[src/rtl/e_dec_digits.sv]
// Fraction-to-decimal stage of the e calculator: streams the fraction words of a
// fixed-point result as decimal digits, most significant first, by repeated x10.
module e_dec_digits #(
  parameter int WORDS      = 32,
  parameter int NUM_DIGITS = 16,
  parameter int IDX_W      = 10
) (
  input  logic             clk,
  input  logic             rst,
  input  logic             start,
  input  logic [15:0]      in_data [0:WORDS-1],
  output logic             busy,
  output logic             done,
  output logic [15:0]      int_part,
  output logic [3:0]       digit,
  output logic [IDX_W-1:0] digit_idx,
  output logic             digit_valid,
  input  logic             digit_ready
);

  // frac_reg[k] holds input word k+1, so pointer 0 is the most significant word.
  localparam int FW  = WORDS - 1;
  localparam int J_W = (FW > 1) ? $clog2(FW) : 1;

  typedef enum logic [1:0] {IDLE, MUL, EMIT} state_t;

  state_t         state_reg;
  logic [15:0]    frac_reg [0:FW-1];
  logic [J_W-1:0] j_reg;
  logic [3:0]     carry_reg;
  logic [19:0]    prod;

  assign prod = 20'(frac_reg[j_reg]) * 20'd10 + 20'(carry_reg);

  always_ff @(posedge clk) begin
    if (rst) begin
      state_reg   <= IDLE;
      busy        <= 1'b0;
      done        <= 1'b0;
      int_part    <= '0;
      digit       <= '0;
      digit_idx   <= '0;
      digit_valid <= 1'b0;
      j_reg       <= '0;
      carry_reg   <= '0;
      for (int i = 0; i < FW; i++) frac_reg[i] <= '0;
    end else begin
      case (state_reg)
        IDLE: begin
          if (start) begin
            for (int i = 0; i < FW; i++) frac_reg[i] <= in_data[i+1];
            int_part  <= in_data[0];
            done      <= 1'b0;
            busy      <= 1'b1;
            digit_idx <= '0;
            j_reg     <= J_W'(FW - 1);
            carry_reg <= '0;
            state_reg <= MUL;
          end
        end
        MUL: begin
          frac_reg[j_reg] <= prod[15:0];
          carry_reg       <= prod[19:16];
          // The carry out of the top fraction word is the next decimal digit.
          if (j_reg == '0) begin
            digit       <= prod[19:16];
            digit_valid <= 1'b1;
            state_reg   <= EMIT;
          end else begin
            j_reg <= j_reg - 1'b1;
          end
        end
        EMIT: begin
          if (digit_ready) begin
            digit_valid <= 1'b0;
            if (digit_idx == IDX_W'(NUM_DIGITS - 1)) begin
              done      <= 1'b1;
              busy      <= 1'b0;
              state_reg <= IDLE;
            end else begin
              digit_idx <= digit_idx + 1'b1;
              j_reg     <= J_W'(FW - 1);
              carry_reg <= '0;
              state_reg <= MUL;
            end
          end
        end
        default: state_reg <= IDLE;
      endcase
    end
  end

endmodule

[config.mk]
export PLATFORM = sky130hd
export DESIGN_NAME = e_dec_digits
export DESIGN_NICKNAME = d
export VERILOG_FILES = /design/src/rtl/e_dec_digits.sv
export SDC_FILE = /design/constraint.sdc
export NUM_CORES = 1
export LEC_CHECK = 0
export CAP_MARGIN = 20
export CORE_ASPECT_RATIO = 0.75
export CORE_MARGIN = 5
export CORE_UTILIZATION = 40
export CTS_CLUSTER_DIAMETER = 200
export DETAILED_ROUTE_END_ITERATION = 16
export DONT_BUFFER_PORTS = 1
export GPL_TIMING_DRIVEN = 0
export PLACE_DENSITY_LB_ADDON = 0.1
export SETUP_SLACK_MARGIN = 0.2
export SYNTH_ARGS = -nofsm -noshare
export SYNTH_HDL_FRONTEND = slang
export SYNTH_SLANG_ARGS = --single-unit
[constraint.sdc]
create_clock -name clk -period 7.6 [get_ports clk]
set_clock_uncertainty 0.15 [all_clocks]
set_input_delay 1.14 -clock clk [delete_from_list [all_inputs] [get_ports clk]]
set_output_delay 1.14 -clock clk [all_outputs]
set_load 0.005 [all_outputs]
; Yosys cells after proc, flatten, opt, wreduce, memory -nomap -nowiden
; Memories as Yosys holds them, arrays and structs flattened. A register that Yosys moved wholly into a read port is not among the register bits.
; Cells that the tools add are included.
[classes]
reduce_logical = 14
eq_ne = 9
muxes = 74
bitwise_logic = 31
n_mul = 1
n_addsub = 3
[op_table]
columns = operator, n
row1 = 2-to-1 mux 16 bit, 32
row2 = 2-to-1 mux 5 bit, 7
row3 = OR 1 bit, 31
row4 = 2-to-1 mux 10 bit, 3
row5 = adder 20 x 4 -> 20 bit, 1
row6 = one-hot mux 10 bit (2 select lines), 1
row7 = multiplier 16 x 3 -> 19 bit (second input constant), 1
row8 = 2-to-1 mux 1 bit, 19
row9 = OR reduction 16 bit, 1
row10 = one-hot mux 5 bit (3 select lines), 1
row11 = 2-to-1 mux 4 bit, 3
row12 = != test 2 bit (second input constant), 6
row13 = one-hot mux 4 bit (3 select lines), 1
row14 = AND reduction 4 bit, 3
row15 = adder 10 x 1 -> 10 bit (second input constant), 1
row16 = equality test 10 x 4 -> 1 bit (second input constant), 1
row17 = 2-to-1 mux 2 bit, 3
row18 = one-hot mux 1 bit (2 select lines), 3
row19 = one-hot mux 2 bit (3 select lines), 1
row20 = AND reduction 3 bit, 2
row21 = logical NOT 5 bit, 1
row22 = AND reduction 5 bit, 1
row23 = subtractor 5 x 1 -> 5 bit (second input constant), 1
row24 = AND reduction 2 bit, 2
row25 = 5 further kinds, 6
[totals]
register_bits = 44
word_cells = 142
ram_bits = 496
output_inout_bits = 33
mem_count = 1
input_bits = 516
[mem_list]
columns = name, words, width, rd, rd_clocked_by_memory_dff, write_ports, line_no
row1 = frac_reg, 31, 16, 1, 1, 31, 28  ; logic [15:0] frac_reg [0:FW-1];

; Depth between registers and ports, before layout
; Gate-level depths: netlist of the first run.
[logic_depth]
ltp_word = 6
depth_mapped = 20
mapped_depth_nobuf = 16

; Least setup slack after synthesis of the first run
; OpenSTA, ideal clock, no wires.
[synth_path]
kind = register to register
startpoint = register (tool-made name)
endpoint = memory frac_reg[16][15] (data pin)
setup_slack_ns = 1.549
setup_time_ns = 0.269
t_required_ns = 7.181
synth_period_minus_slack_ns = 6.051
path_stages_with_launch = 20
arrival_ns = 5.632
cell_sequence = dfxtp_1 buf_2 clkbuf_1 buf_1 mux4_2 mux4_2 mux2i_1 inv_1 ha_1 ha_1 inv_1 fa_1 xor2_1 or3_1 or3_1 nor4b_2 nand3_1 xor2_1 clkbuf_1 o21ai_0
[synth_lines]
columns = item, line_no
row1 = to (decl), 28

==> results of run 1 <==
power by group through the flow:
stage                     Clock, W  Combinational [W]  Sequential [W]
after floorplan                  0            0.00224         0.00389
after detailed placement         0            0.00433         0.00397
after CTS                  0.00295            0.00440         0.00392
after global placement           0            0.00429         0.00397
after global routing       0.00308            0.00474         0.00394
final                      0.00294            0.00462         0.00392
final cells by class:
type                       instances  area [sq um]  area share
antenna                           22          55.1     0.00174
multi-input combinational       1579         11000       0.349
buffer                           219           916      0.0289
inverter                          33           124     0.00391
sequential                       561         16400       0.517
clock inverter                    26           277     0.00874
tap                              946          1180      0.0374
clock buffer                      80          1620      0.0510
timing repair buffer               6          67.6     0.00214
cell usage after synthesis, drive strengths merged (2+ instances only):
master   count
a2111oi      3
a211o        2
a211oi       8
a21o         7
a21oi       43
a31o         2
a31oi        3
a32o         2
and2         9
and3         9
and3b        3
and4         2
buf         38
clkbuf     181
dfxtp       49
edfxtp     512
fa           2
ha          36
inv         33
mux2        18
mux2i        7
mux4       154
nand2      406
nand2b       5
nand3      222
nand4        5
nor2        34
nor2b        7
nor3         5
nor3b        9
nor4         5
o2111ai      2
o21a         2
o21ai      503
o22ai        4
o311ai       2
o31ai        3
or3          7
or4          2
xnor2       17
xor2        16
worst min-delay path by stage:
stage | end | depth (start not counted)
after detailed placement | int_part[4] | 2
after floorplan | frac_reg[31][0] | 0
after global placement | int_part[0] | 2
after CTS | int_part[2] | 2
final | int_part[2] | 2
after global routing | int_part[2] | 2
worst register-to-register path, stage by stage, from the launching register on:
cell	delay [ns]
dfxtp_4	0.49
buf_2	0.37
buf_2	0.37
buf_4	0.36
mux4_2	0.63
mux4_2	0.51
mux2i_1	0.31
inv_1	0.12
ha_1	0.30
ha_1	0.16
inv_1	0.06
fa_1	0.45
and2b_2	0.27
o22ai_1	0.10
xor2_1	0.35
or3_1	0.25
nor2_1	0.08
xnor2_1	0.59
clkbuf_1	0.79
o21ai_0	0.27
metrics by stage:
step | util | total power, W | hold WS (ns) | setup TNS, ns | setup WS (ns)
5_1_grt | 0.451 | 0.0118 | 0.361 | 0 | 0.228
3_3_place_gp | 0.421 | 0.00826 | 0.319 | -169.53 | -1.45
6_report | 0.451 | 0.0115 | 0.330 | 0 | 0.315
3_5_place_dp | 0.422 | 0.00830 | 0.323 | -165.72 | -1.49
2_1_floorplan | - | 0.00613 | 0.280 | 0 | 1.55
4_1_cts | 0.450 | 0.0113 | 0.335 | 0 | 0.208
per-layer routing:
metal,track usage,part of all wire,wire (um)
met5,0,0.0012,145
met4,0.0894,0.033,4000
met3,0.0906,0.13,15100
met2,0.454,0.43,52400
met1,0.442,0.41,49200
what timing repair did:
| item | 4_1_cts | 5_1_grt |
|---|---|---|
| resized for setup | 41 | 31 |
| buffers inserted | 0 | 2 |
| pin swaps | 0 | 1 |
| endpoints found under the setup margin | 291 | 167 |
cells by family after synthesis:
family	share of synthesized area
multiplexers	0.132
adder cells (fa/ha/maj)	0.0173
AND/OR/NAND/NOR	0.116
flip-flops	0.578
XOR/XNOR	0.0105
buffers and inverters	0.0339
AO/OA/AOI/OAI	0.113
==> summary.md, run 1 <==
| Metric | Value |
|---|---|
| Status | completed |
| Share of layout cells above drive strength 1 | 0.129 |
| GRT Overall Usage | 0.307 |
| Routed len/inst | 34.8 um |
| Area leader, netlist | edfxtp_1 |
| CP Max Fanout | 10 |
| Worst Path Required | 7.77 ns |
| Die area | around 76000 sq um |
| Synth warnings | 0 |
| Crit path buf inv count | 6 |
| R2R Setup Slk | ~0.31 ns |
| Top-area cell type share of the netlist area | 0.543 |
| Initial antenna violation count | 38 |
| Fin. max-slew vios | 0 |
| Cell family with most CP delay | buffers and inverters |
| Worst Reg-to-Reg Cells | 19 |
| Most frequent cells in the layout | edfxtp_1 (512), o21ai_0 (494), nand2_1 (406) |
| Clock network power share | 0.256 |
| H-tree levels | 2 |
| Slowest cell on crit path | clkbuf_1 |
| Worst setup path end | frac_reg[11][11] |
| Synth Instances | ~2400 |
| Yosys reg bits | about 560 |
| Crit start category | flip-flop |
| CTS tree | done |
| Total grt overflow | 0 |
| Initial Util | 0.404 |
| Seq/Total Area, Yosys | 0.578 |
| # hold bufs at CTS | 0 |
| Root Buffer | clkbuf_16 |
| Synth Area per Inst | 11.8 sq um |
| Max reg flops | between 500 and 600 |
| Rel. slew slack | 0.178 |
| Vias/cell | 6.31 |
| CP Capture Type | flip-flop |
| Gp weighted congestion | roughly 1 |
| Crit Path Class | reg2reg |
| Worst VDD drop | 0.269 mV |
| Synth top area cells | edfxtp_1 (54%), mux4_2 (12%), o21ai_0 (8.7%) |
| Horiz. Die Dim | 317 um |
| First-pass GRT wire length | ~160 mm |
| CTS max path bufs | 3 |
| Die Ht | between 200 and 250 um |
| Post-Syn Area | around 28000 sq um |
| Hold Crit Class | reg2reg |
| Static leakage | ~11 nW |
| RR Endpoint | frac_reg[11][11] |
| Minimum clock period | 7.29 ns |
| Most common cell after layout, fill and taps aside | edfxtp_1 |
| Iteration count of the initial detailed-routing pass | 6 |
| Netlist cell types | 64 |
| Reg clk slew, reported paths | roughly 0.07 ns |
| DRC violations left | 0 |
| Fin. Hold Viols | 0 |
| Routed Antenna Nets | 0 |
| Final cell count without fillers | 3472 |
| Final setup viols | 0 |
| Worst path arrival time | around 7.5 ns |
| Area delta synth->final | 11.7% |
| Sw frac | 0.428 |
| RSZ-0062 raised after global routing | no |
| Asr flop ratio synth | 0 |
| Crit-path cells | buf_2 -> buf_2 -> buf_4 -> mux4_2 -> mux4_2 -> mux2i_1 -> inv_1 -> ha_1 -> ha_1 -> inv_1 -> fa_1 -> and2b_2 -> o22ai_1 -> xor2_1 -> or3_1 -> nor2_1 -> xnor2_1 -> clkbuf_1 -> o21ai_0 |
| Syn nets | about 2900 |
| Fillers | approximately 6500 |
| Power density over the cells | between 300 and 400 nW/um^2 |
| Least-Margin Pin Slew | around 1.2 ns |
| Row count | 84 |
| Fmax | around 140 MHz |
| Hold_sp | int_part[2] |
| Clk Latency, worst-skew pair | 0.63 ns |
| Post-synth EDFFs | approximately 500 |
| Dpl hpwl | approximately 93 mm |
| Vias in the first global route | ~21000 |
| Detailed Route Iter0 Violations | about 2800 |
| Max cap viols | 0 |
| Drt total wl | about 120 mm |
| Total core area | roughly 70000 sq um |
| Primary FF master, synth | edfxtp_1 |
| Non-Filler Cell Area, Final | between 30000 and 40000 sq um |
| Psw | about 0.0049 W |
| Int Pwr | roughly 0.0066 W |
| Fin nets | about 3000 |
| Seq pwr share | 0.342 |
| Slowest stage delay, CP | 0.78 ns |
| Detailed-route via count | ~22000 |
| Largest net degree at the start of global routing | 17 |
| Post-DP Area | ~30000 sq um |
| IO buf count | 0 |
| Clock sinks | around 560 |
| Post-route clock period utilization | 0.959 |
| Placed Cells | ~3300 |
| Comb pwr share | 0.402 |
| Worst path depth | 19 |
| IO Pins | around 550 |
| CTS buffer count | 58 |
Power figures use the tool's default switching activity.
==> run 2: changes to the inputs <==
- SKIP_CTS_REPAIR_TIMING: not set -> 1
==> run 2 against run 1 <==
- sequential share of layout area about the same
- first-iteration DRC count increased by 16%
- critical endpoint is now frac_reg[7][9]
- global-route usage about the same
==> summary.md, run 2 (same netlist as run 1, synthesis figures left out) <==
| Metric | Value |
|---|---|
| Detailed Route Iter0 Violations | 3251 (was 2805) |
| Clock sinks | 561 (unchanged) |
| Area delta synth->final | 11.8% (was 11.7%) |
| Total grt overflow | 0 (unchanged) |
| DRC violations left | 0 (unchanged) |
| Min Hold Slack | 0.330 ns (about the same) |
| Post-DP Area | 29600 sq um (unchanged) |
| RSZ-0062 raised after global routing | no (unchanged) |
| Crit Path Class | reg2reg (unchanged) |
| First-pass GRT wire length | 162 mm (about the same) |
| Total core area | 70100 sq um (unchanged) |
| Status | completed (unchanged) |
| Final setup viols | 0 (unchanged) |
| Worst path arrival time | 7.43 ns (was 7.46 ns) |
| Slowest cell on crit path | clkbuf_1 (unchanged) |
| Seq pwr share | 0.342 (about the same) |
| CP Capture Type | flip-flop (unchanged) |
| Max reg flops | 512 (unchanged) |
| Crit start category | flip-flop (unchanged) |
| CTS tree | done (unchanged) |
| Root Buffer | clkbuf_16 (unchanged) |
| Hold Crit Class | reg2reg (unchanged) |
| Most common cell after layout, fill and taps aside | edfxtp_1 (unchanged) |
| Final setup TNS | 0 ns (unchanged) |
| CTS max path bufs | 3 (unchanged) |
| Psw | 0.00492 W (was 0.00491 W) |
| IO buf count | 0 (unchanged) |
| Routed len/inst | 34.7 um (was 34.8 um) |
| Clk Latency, worst-skew pair | 0.63 ns (about the same) |
| H-tree levels | 2 (unchanged) |
| Horiz. Die Dim | 317 um (unchanged) |
| CTS buffer count | 58 (unchanged) |
| Clock network power share | 0.255 (was 0.256) |
| Vias/cell | 6.31 (about the same) |
| Max cap viols | 0 (unchanged) |
| Worst VDD drop | 0.276 mV (was 0.269 mV) |
| Fin nets | 3016 (was 3012) |
| Initial Util | 0.404 (unchanged) |
| Crit path buf inv count | 5 (was 6) |
| Routed Antenna Nets | 0 (unchanged) |
| Cell family with most CP delay | buffers and inverters (unchanged) |
| Fillers | 6538 (was 6537) |
| Row count | 84 (unchanged) |
| Fin. Hold Viols | 0 (unchanged) |
| Power density over the cells | 363 nW/um^2 (about the same) |
| Detailed-route via count | 21900 (about the same) |
| Total power | 0.0115 W (about the same) |
| Vias in the first global route | 21100 (about the same) |
| Initial antenna violation count | 38 (unchanged) |
| Share of layout cells above drive strength 1 | 0.129 (about the same) |
| Non-Filler Cell Area, Final | 31700 sq um (was 31600 sq um) |
| Dpl hpwl | 92.8 mm (unchanged) |
| Comb pwr share | 0.403 (was 0.402) |
| Iteration count of the initial detailed-routing pass | 7 (was 6) |
| Rel. slew slack | 0.201 (was 0.178) |
| Gp weighted congestion | 0.982 (unchanged) |
| Minimum clock period | 7.26 ns (was 7.29 ns) |
| Drt total wl | 121 mm (about the same) |
| CP Max Fanout | 10 (unchanged) |
| Die area | 76300 sq um (unchanged) |
| Reg clk slew, reported paths | 0.07 ns (about the same) |
| Hold_sp | int_part[2] (unchanged) |
| Int Pwr | 0.00656 W (about the same) |
| GRT Overall Usage | 0.307 (about the same) |
| Worst Path Required | 7.77 ns (about the same) |
| Static leakage | 11.0 nW (about the same) |
| Most frequent cells in the layout | edfxtp_1 (512), o21ai_0 (494), nand2_1 (406) (unchanged) |
| Largest net degree at the start of global routing | 17 (unchanged) |
| Least-Margin Pin Slew | 1.20 ns (was 1.23 ns) |
| Sw frac | 0.428 (about the same) |
| IO Pins | 549 (unchanged) |
| Post-route clock period utilization | 0.955 (was 0.959) |
| Fmax | 138 MHz (was 137 MHz) |
| Crit-path cells | clkbuf_2 -> clkbuf_2 -> buf_2 -> mux4_2 -> mux4_2 -> mux2_2 -> ha_1 -> ha_1 -> inv_1 -> fa_1 -> and2b_2 -> o22ai_1 -> xor2_1 -> or3_1 -> xnor2_1 -> clkbuf_1 -> o21ai_0 (was buf_2 -> buf_2 -> buf_4 -> mux4_2 -> mux4_2 -> mux2i_1 -> inv_1 -> ha_1 -> ha_1 -> inv_1 -> fa_1 -> and2b_2 -> o22ai_1 -> xor2_1 -> or3_1 -> nor2_1 -> xnor2_1 -> clkbuf_1 -> o21ai_0) |
| Die Ht | 240 um (unchanged) |
| Fin. max-slew vios | 0 (unchanged) |
| Slowest stage delay, CP | 0.72 ns (was 0.78 ns) |
-- run 2: area by class of cell --
cell class	count	area, sq um	area share
clock buffer	80	1620	0.0510
sequential	561	16400	0.517
tap	946	1180	0.0374
timing repair buffer	10	120	0.00379
multi-input combinational	1579	11000	0.349
inverter	33	124	0.00391
buffer	219	897	0.0283
clock inverter	26	277	0.00873
antenna	20	50.0	0.00158
-- run 2: worst paths after layout --
check,to,slack (ns),cells past startpoint
min reg2reg,int_part[2],0.33,2
min,int_part[2],0.33,2
max reg2reg,frac_reg[7][9],0.34,17
max,frac_reg[7][9],0.34,17
-- run 2: per-stage QoR --
step,util,worst slack [ns],cells
after floorplan,-,1.55,2392
after global placement,0.421,-1.45,3338
after detailed placement,0.422,-1.49,3341
after CTS,0.449,-1.55,3447
after global routing,0.452,0.219,3469
final,0.452,0.338,3474
-- run 2: worst register-to-register path, stage by stage, from the launching register on --
cell and delay, ns:
dfxtp_2 0.56, clkbuf_2 0.41, clkbuf_2 0.42, buf_2 0.42
mux4_2 0.50, mux4_2 0.55, mux2_2 0.34, ha_1 0.29
ha_1 0.16, inv_1 0.07, fa_1 0.45, and2b_2 0.27
o22ai_1 0.10, xor2_1 0.21, or3_1 0.41, xnor2_1 0.68
clkbuf_1 0.72, o21ai_0 0.26
-- run 2: metal layers --
| layer | GRT usage | part of all wire | vias to the layer above |
|---|---|---|---|
| met1 | 0.443 | 0.41 | 11000 |
| met3 | 0.0905 | 0.13 | 212 |
| met5 | 0 | 0.00080 | - |
| met2 | 0.452 | 0.43 | 1477 |
| li1 | - | - | 9166 |
| met4 | 0.0897 | 0.032 | 16 |
-- run 2: power by group through the flow --
stage	combinational [W]	clock, W	sequential [W]
after floorplan	0.00224	0	0.00389
after CTS	0.00435	0.00295	0.00392
after detailed placement	0.00433	0	0.00397
final	0.00463	0.00293	0.00392
after global placement	0.00429	0	0.00397
after global routing	0.00475	0.00308	0.00394
